### src/rtl/avr_pp_sequencer_if.sv
// Command/completion bus between the host register file and the AVR
// parallel-programming sequencer.
//   cmd_valid/cmd_ready : command handshake (host -> sequencer)
//   cmd_op/data/bs2     : opcode, load byte (bit0 = BS1 for WRITE/READ), BS2
//   done_valid          : one-cycle completion pulse (sequencer -> host)
//   done_data           : byte captured by the last READ
//   done_timeout        : WRITE RDY timeout flag, qualified by done_valid
interface avr_pp_sequencer_if;
    logic       cmd_valid;
    logic       cmd_ready;
    logic [2:0] cmd_op;
    logic [7:0] cmd_data;
    logic       cmd_bs2;
    logic       done_valid;
    logic [7:0] done_data;
    logic       done_timeout;

    modport master (
        output cmd_valid, cmd_op, cmd_data, cmd_bs2,
        input  cmd_ready, done_valid, done_data, done_timeout
    );

    modport slave (
        input  cmd_valid, cmd_op, cmd_data, cmd_bs2,
        output cmd_ready, done_valid, done_data, done_timeout
    );
endinterface

### src/rtl/avr_pp_sequencer.sv
// Cycle-accurate sequencer for the AVR high-voltage parallel programming pins.
// Takes one command at a time and plays out SETUP -> STROBE -> HOLD ->
// (WAIT_RDY for WRITE) -> DONE on the ZIF socket pins.
// Ports:
//   clk, rst       : clock, synchronous active-high reset
//   cmd            : command/completion bus (slave side)
//   busy           : high whenever the sequencer is not idle
//   dut_xa0/xa1, dut_bs1/bs2 : mode pins (held until the next command)
//   dut_xtal, dut_pagel      : active-high strobes
//   dut_oe_n, dut_wr_n       : active-low strobes
//   dut_data_out/dut_data_oe : data byte to the DUT and its drive enable
//   dut_data_in, dut_rdy     : DUT data pins and RDY/BSY pin
module avr_pp_sequencer #(
    parameter int unsigned SETTLE_CYCLES  = 2,
    parameter int unsigned PULSE_CYCLES   = 4,
    parameter int unsigned TIMEOUT_CYCLES = 65535
) (
    input  logic                    clk,
    input  logic                    rst,
    avr_pp_sequencer_if.slave       cmd,
    output logic                    busy,
    output logic                    dut_xa0,
    output logic                    dut_xa1,
    output logic                    dut_bs1,
    output logic                    dut_bs2,
    output logic                    dut_xtal,
    output logic                    dut_pagel,
    output logic                    dut_oe_n,
    output logic                    dut_wr_n,
    output logic [7:0]              dut_data_out,
    output logic                    dut_data_oe,
    input  logic [7:0]              dut_data_in,
    input  logic                    dut_rdy
);

    localparam logic [2:0] OpLoadCmd = 3'd0;
    localparam logic [2:0] OpAddrLo  = 3'd1;
    localparam logic [2:0] OpAddrHi  = 3'd2;
    localparam logic [2:0] OpDataLo  = 3'd3;
    localparam logic [2:0] OpDataHi  = 3'd4;
    localparam logic [2:0] OpPagel   = 3'd5;
    localparam logic [2:0] OpWrite   = 3'd6;
    localparam logic [2:0] OpRead    = 3'd7;

    localparam logic [15:0] SettleLast = 16'(SETTLE_CYCLES - 1);
    localparam logic [15:0] SettleCnt  = 16'(SETTLE_CYCLES);
    localparam logic [15:0] PulseLast  = 16'(PULSE_CYCLES - 1);
    localparam logic [15:0] TimeoutCnt = 16'(TIMEOUT_CYCLES);

    typedef enum logic [2:0] {
        StIdle, StSetup, StStrobe, StHold, StWaitRdy, StDone
    } state_e;

    state_e      state_q, state_d;
    logic [15:0] cnt_q, cnt_d;
    logic [2:0]  op_q, op_d;
    logic [1:0]  xa_q, xa_d;
    logic        bs1_q, bs1_d;
    logic        bs2_q, bs2_d;
    logic [7:0]  data_out_q, data_out_d;
    logic [7:0]  done_data_q, done_data_d;
    logic        timeout_q, timeout_d;
    logic        is_load;

    always_ff @(posedge clk) begin
        if (rst) begin
            state_q     <= StIdle;
            cnt_q       <= '0;
            op_q        <= OpLoadCmd;
            xa_q        <= '0;
            bs1_q       <= 1'b0;
            bs2_q       <= 1'b0;
            data_out_q  <= '0;
            done_data_q <= '0;
            timeout_q   <= 1'b0;
        end else begin
            state_q     <= state_d;
            cnt_q       <= cnt_d;
            op_q        <= op_d;
            xa_q        <= xa_d;
            bs1_q       <= bs1_d;
            bs2_q       <= bs2_d;
            data_out_q  <= data_out_d;
            done_data_q <= done_data_d;
            timeout_q   <= timeout_d;
        end
    end

    assign is_load = (op_q <= OpDataHi);

    // Next-state and pin-latch logic.
    always_comb begin
        state_d     = state_q;
        cnt_d       = cnt_q + 16'd1;
        op_d        = op_q;
        xa_d        = xa_q;
        bs1_d       = bs1_q;
        bs2_d       = bs2_q;
        data_out_d  = data_out_q;
        done_data_d = done_data_q;
        timeout_d   = timeout_q;

        unique case (state_q)
            StIdle: begin
                cnt_d = '0;
                if (cmd.cmd_valid) begin
                    state_d   = StSetup;
                    op_d      = cmd.cmd_op;
                    timeout_d = 1'b0;
                    // Mode pins are latched at accept so they are valid from
                    // the first SETUP cycle and persist past DONE.
                    unique case (cmd.cmd_op)
                        OpLoadCmd: begin xa_d = 2'b10; bs1_d = 1'b0; end
                        OpAddrLo:  begin xa_d = 2'b00; bs1_d = 1'b0; end
                        OpAddrHi:  begin xa_d = 2'b00; bs1_d = 1'b1; end
                        OpDataLo:  begin xa_d = 2'b01; bs1_d = 1'b0; end
                        OpDataHi:  begin xa_d = 2'b01; bs1_d = 1'b1; end
                        OpPagel:   bs1_d = 1'b1;
                        default: begin
                            bs1_d = cmd.cmd_data[0];
                            bs2_d = cmd.cmd_bs2;
                        end
                    endcase
                    if (cmd.cmd_op <= OpDataHi) begin
                        data_out_d = cmd.cmd_data;
                    end
                end
            end
            StSetup: begin
                if (cnt_q == SettleLast) begin
                    state_d = StStrobe;
                    cnt_d   = '0;
                end
            end
            StStrobe: begin
                if (cnt_q == PulseLast) begin
                    state_d = StHold;
                    cnt_d   = '0;
                    if (op_q == OpRead) begin
                        done_data_d = dut_data_in;
                    end
                end
            end
            StHold: begin
                cnt_d   = '0;
                state_d = (op_q == OpWrite) ? StWaitRdy : StDone;
            end
            StWaitRdy: begin
                // RDY is blanked for the first SETTLE_CYCLES cycles; a ready
                // DUT wins over a timeout landing on the same cycle.
                if (cnt_q >= SettleCnt && dut_rdy) begin
                    state_d   = StDone;
                    timeout_d = 1'b0;
                end else if (cnt_q == TimeoutCnt) begin
                    state_d   = StDone;
                    timeout_d = 1'b1;
                end
            end
            StDone: begin
                state_d = StIdle;
                cnt_d   = '0;
            end
            default: begin
                state_d = StIdle;
                cnt_d   = '0;
            end
        endcase
    end

    // Pin and handshake outputs decoded from the current state.
    always_comb begin
        cmd.cmd_ready    = (state_q == StIdle) && !rst;
        cmd.done_valid   = (state_q == StDone);
        cmd.done_timeout = (state_q == StDone) && timeout_q;
        cmd.done_data    = done_data_q;
        busy             = (state_q != StIdle);
        dut_xa0          = xa_q[0];
        dut_xa1          = xa_q[1];
        dut_bs1          = bs1_q;
        dut_bs2          = bs2_q;
        dut_data_out     = data_out_q;
        dut_xtal         = (state_q == StStrobe) && is_load;
        dut_pagel        = (state_q == StStrobe) && (op_q == OpPagel);
        dut_wr_n         = !((state_q == StStrobe) && (op_q == OpWrite));
        // oe_n only ever drops for READ and data_oe only for loads, so the
        // two can never fight over the bus.
        dut_oe_n         = !(((state_q == StSetup) || (state_q == StStrobe)) &&
                             (op_q == OpRead));
        dut_data_oe      = ((state_q == StSetup) || (state_q == StStrobe) ||
                            (state_q == StHold)) && is_load;
    end

endmodule

### src/flat_wrapper.sv
// flat-port wrapper written by rule: the top's interface ports become plain ports
module avr_pp_sequencer_flat 
#(
    parameter int unsigned SETTLE_CYCLES  = 2,
    parameter int unsigned PULSE_CYCLES   = 4,
    parameter int unsigned TIMEOUT_CYCLES = 65535
)
  (clk, rst, busy, dut_xa0, dut_xa1, dut_bs1, dut_bs2, dut_xtal, dut_pagel, dut_oe_n, dut_wr_n, dut_data_out, dut_data_oe, dut_data_in, dut_rdy, cmd_cmd_valid, cmd_cmd_op, cmd_cmd_data, cmd_cmd_bs2, cmd_cmd_ready, cmd_done_valid, cmd_done_data, cmd_done_timeout);
  avr_pp_sequencer_if cmd_i ();
  input  logic clk;
  input  logic rst;
  output logic busy;
  output logic dut_xa0;
  output logic dut_xa1;
  output logic dut_bs1;
  output logic dut_bs2;
  output logic dut_xtal;
  output logic dut_pagel;
  output logic dut_oe_n;
  output logic dut_wr_n;
  output logic [7:0] dut_data_out;
  output logic dut_data_oe;
  input  logic [7:0] dut_data_in;
  input  logic dut_rdy;
  input wire logic [$bits(cmd_i.cmd_valid)-1:0] cmd_cmd_valid;
  input wire logic [$bits(cmd_i.cmd_op)-1:0] cmd_cmd_op;
  input wire logic [$bits(cmd_i.cmd_data)-1:0] cmd_cmd_data;
  input wire logic [$bits(cmd_i.cmd_bs2)-1:0] cmd_cmd_bs2;
  output wire logic [$bits(cmd_i.cmd_ready)-1:0] cmd_cmd_ready;
  output wire logic [$bits(cmd_i.done_valid)-1:0] cmd_done_valid;
  output wire logic [$bits(cmd_i.done_data)-1:0] cmd_done_data;
  output wire logic [$bits(cmd_i.done_timeout)-1:0] cmd_done_timeout;
  assign cmd_i.cmd_valid = cmd_cmd_valid;
  assign cmd_i.cmd_op = cmd_cmd_op;
  assign cmd_i.cmd_data = cmd_cmd_data;
  assign cmd_i.cmd_bs2 = cmd_cmd_bs2;
  assign cmd_cmd_ready = cmd_i.cmd_ready;
  assign cmd_done_valid = cmd_i.done_valid;
  assign cmd_done_data = cmd_i.done_data;
  assign cmd_done_timeout = cmd_i.done_timeout;
  avr_pp_sequencer #(.SETTLE_CYCLES(SETTLE_CYCLES), .PULSE_CYCLES(PULSE_CYCLES), .TIMEOUT_CYCLES(TIMEOUT_CYCLES)) u_core (.clk(clk), .rst(rst), .cmd(cmd_i), .busy(busy), .dut_xa0(dut_xa0), .dut_xa1(dut_xa1), .dut_bs1(dut_bs1), .dut_bs2(dut_bs2), .dut_xtal(dut_xtal), .dut_pagel(dut_pagel), .dut_oe_n(dut_oe_n), .dut_wr_n(dut_wr_n), .dut_data_out(dut_data_out), .dut_data_oe(dut_data_oe), .dut_data_in(dut_data_in), .dut_rdy(dut_rdy));
endmodule
### config.mk
export PLATFORM = sky130hd
export DESIGN_NAME = avr_pp_sequencer_flat
export DESIGN_NICKNAME = d
export VERILOG_FILES = /design/src/rtl/avr_pp_sequencer_if.sv /design/src/rtl/avr_pp_sequencer.sv /design/src/flat_wrapper.sv
export SDC_FILE = /design/constraint.sdc
export NUM_CORES = 1
export LEC_CHECK = 0
export ABC_AREA = 1
export CAP_MARGIN = 20
export CORE_AREA = 3 3 62 64
export CTS_BUF_LIST = sky130_fd_sc_hd__clkbuf_16
export DETAILED_ROUTE_END_ITERATION = 10
export DIE_AREA = 0 0 65 67
export DONT_BUFFER_PORTS = 1
export PLACE_DENSITY = 0.78
export REMOVE_ABC_BUFFERS = 1
export SLEW_MARGIN = 40
export SYNTH_ARGS = -nofsm -noshare
export SYNTH_HDL_FRONTEND = slang
export SYNTH_SLANG_ARGS = --single-unit
### constraint.sdc
create_clock -name clk -period 3.6 [get_ports clk]
set_input_delay 0.9 -clock clk [delete_from_list [all_inputs] [get_ports clk]]
set_output_delay 0.9 -clock clk [all_outputs]
set_load 0.005 [all_outputs]
==> flow_summary.json <==
{
  "tns_ps": 0,
  "drt-total-wl_um": 4380,
  "grt.total_usage_pct": 22.5,
  "core_area_um2": 3340,
  "crit_required_ps": 2700,
  "cts_setup_buffers": 0,
  "fillerInstances": 286,
  "setup_viol": 0,
  "cp.arrival_ps": 1440,
  "ant_nets": 0,
  "path_class": "reg -> out",
  "vdd_ir_drop_max_v": 0.000424,
  "grt_pass1_vias": 1758,
  "dieWidth_um": 65,
  "syn_avg_cell_area_um2": 7.23,
  "multi_input_area_um2": 1100,
  "synth_seq_cells": 43,
  "drtIter0Drc": 110,
  "cts_buffers": 5,
  "hold_buffers": 0,
  "root_buffer": "clkbuf_16",
  "dieArea_um2": 4360,
  "wire_per_inst_um": 12.7,
  "hold_path_class": "reg -> reg",
  "whs_ps": 460,
  "clock_latency_ps": 290,
  "cp.depth": 3,
  "place_ws_ps": 1530,
  "finalHoldViolCount": 0,
  "crit_family": "simple AND/OR/NAND/NOR gates",
  "areaGrowthSynthToFinish_pct": 10.4,
  "antenna_found_initial": 0,
  "insertedDiodeCount": 0,
  "finalWeightedCongestion": 0.820,
  "post_cts_resized": 0,
  "yosysUniqueCellTypes": 32,
  "htree_levels": 2,
  "overflow": 0,
  "synth_cells": 293,
  "cts_tree": "built",
  "vias": 1819,
  "sequentialPowerShare_pct": 39.5,
  "intPower_mw": 0.969,
  "p_total_mw": 1.46,
  "start_util_pct": 63.5,
  "layout_common_cells": "nor2_1 (60), nand2_1 (49), dfxtp_1 (43), inv_1 (29), o21ai_0 (24)",
  "p_leak_nw": 0.933,
  "critical-path-max-stage-delay_ps": 400,
  "fmax_ghz": 0.427,
  "worst_slack_ps": 1260,
  "cap_violations": 0,
  "p_comb_share_pct": 25.0,
  "numClockSinks": 43,
  "dieHeight_um": 67,
  "regArea_um2": 861,
  "reg2reg_depth": 11,
  "yosysWarnings": 0,
  "p_sw_share_pct": 33.6,
  "finalMaxSlewViolations": 0,
  "skew_ps": 7.90,
  "grt_max_degree": 27,
  "yosysSeqAreaShare_pct": 40.6,
  "cts_buffer_depth": 2,
  "critPathSlowestCell": "dfxtp_1",
  "p_switching_mw": 0.490,
  "synth_area_um2": 2120,
  "grt_setup_unrepaired": "no",
  "p_per_area_nw_per_um2": 624,
  "end_kind": "primary output",
  "std_cell_rows": 21,
  "fin_crit_ps": 2340,
  "fin_nets": 325,
  "layout-drive-gt1-share_pct": 14.0,
  "drc": 0,
  "path_cells": "nor3_4 -> inv_2 -> nor4_1",
  "worst_pin_slew_ps": 707,
  "clockPowerShare_pct": 35.5,
  "start_kind": "flip-flop",
  "path_max_fanout": 6,
  "vias_per_cell": 5.27,
  "grt_pass1_wl_um": 7470,
  "hold_depth": 2,
  "critPathBufInv": 1,
  "portBuffers": 0,
  "final_common_cell": "nor2_1",
  "relSlewSlack_pct": 52.8,
  "period_share_pct": 65.0,
  "dpl.hpwl_um": 3310,
  "run_status": "finished clean",
  "io-pin-count": 53,
  "cts.clk_slew.worst_paths_ps": 60,
  "dr.pass1.iters": 5
}
[state kept, by name (all words and copies together) (netlist names)]
| signal | cells |
|---|---|
| u_core.cmd.done_data | 8 |
| u_core.cnt_q | 16 |
| u_core.dut_bs1 | 1 |
| u_core.dut_bs2 | 1 |
| u_core.dut_data_out | 8 |
| u_core.op_q | 3 |
| u_core.state_q | 3 |
| u_core.timeout_q | 1 |
| u_core.xa_q | 2 |
[final cells by class]
cell class / count / area share, %
clock inverters: 3 / 1.98
clock buffers: 5 / 5.34
inverters: 38 / 6.31
multi-input cells: 210 / 47.1
well taps: 46 / 2.46
flip-flops and latches: 43 / 36.8
[worst paths after layout]
path                  endpoint               from  slack [ps]
max                  dut_pagel  u_core.state_q[2]        1260
min           u_core.timeout_q   u_core.timeout_q         460
max reg2reg  u_core.state_q[1]    u_core.cnt_q[0]        1880
min reg2reg   u_core.timeout_q   u_core.timeout_q         460
[worst register-to-register path: stages, from the launching register on]
cell and delay, ps:
dfxtp_1 410, ha_1 210, nand2_1 100, nor2_2 140, nand2_1 130, nor2_2 190
nor2_2 50, nand2_2 80, nand2_1 60, nor2_2 110, nor2_1 60, nor2_1 100
[Yosys cell counts (all sizes together)]
cell    count  area (um^2)
clkbuf      2         7.51
ha          3         37.5
nand4       8         50.1
a31oi       2         12.5
nor3b       1         7.51
nand3b      1         7.51
a21oi      16         91.3
nand2      53          224
nand3       7         35.0
xnor2       2         17.5
nor3        8         77.6
o22ai       1         6.26
a211oi      2         15.0
nor2       72          315
xor2        4         35.0
or3         1         6.26
dfxtp      43          861
clkinv      1         8.76
o31ai       1         7.51
nor4        2         27.5
o21ai      26          130
inv        37          139
[layer usage]
metal	part of all wire [%]	global-route usage (%)
met1	41	24.5
met2	50	39.1
met3	7.5	9.11
met4	1.5	8.44
met5	0	0
[power by group through the flow]
stage | registers, mW | logic (mW) | clock network (mW)
floorplan | 0.576 | 0.301 | 0
global placement | 0.584 | 0.354 | 0
detailed placement | 0.586 | 0.364 | 0
CTS | 0.577 | 0.367 | 0.526
global route | 0.584 | 0.423 | 0.542
finish | 0.577 | 0.365 | 0.518
[stage by stage]
| step | utilization, % | instance area (um^2) | std cells |
|---|---|---|---|
| floorplan | - | 2110 | 291 |
| global placement | 65.0 | 2170 | 337 |
| detailed placement | 65.0 | 2170 | 337 |
| CTS | 70.2 | 2340 | 345 |
| global route | 70.2 | 2340 | 345 |
| finish | 70.2 | 2340 | 345 |
[cells by family after synthesis]
family	count (synthesis)	share of synthesized area [%]
AND/OR/NAND/NOR	153	35.4
AO/OA/AOI/OAI	48	12.4
flip-flops	43	40.6
buffers and inverters	40	7.32
adder cells (fa/ha/maj)	3	1.77
XOR/XNOR	6	2.48
Power figures use the tool's default switching activity.
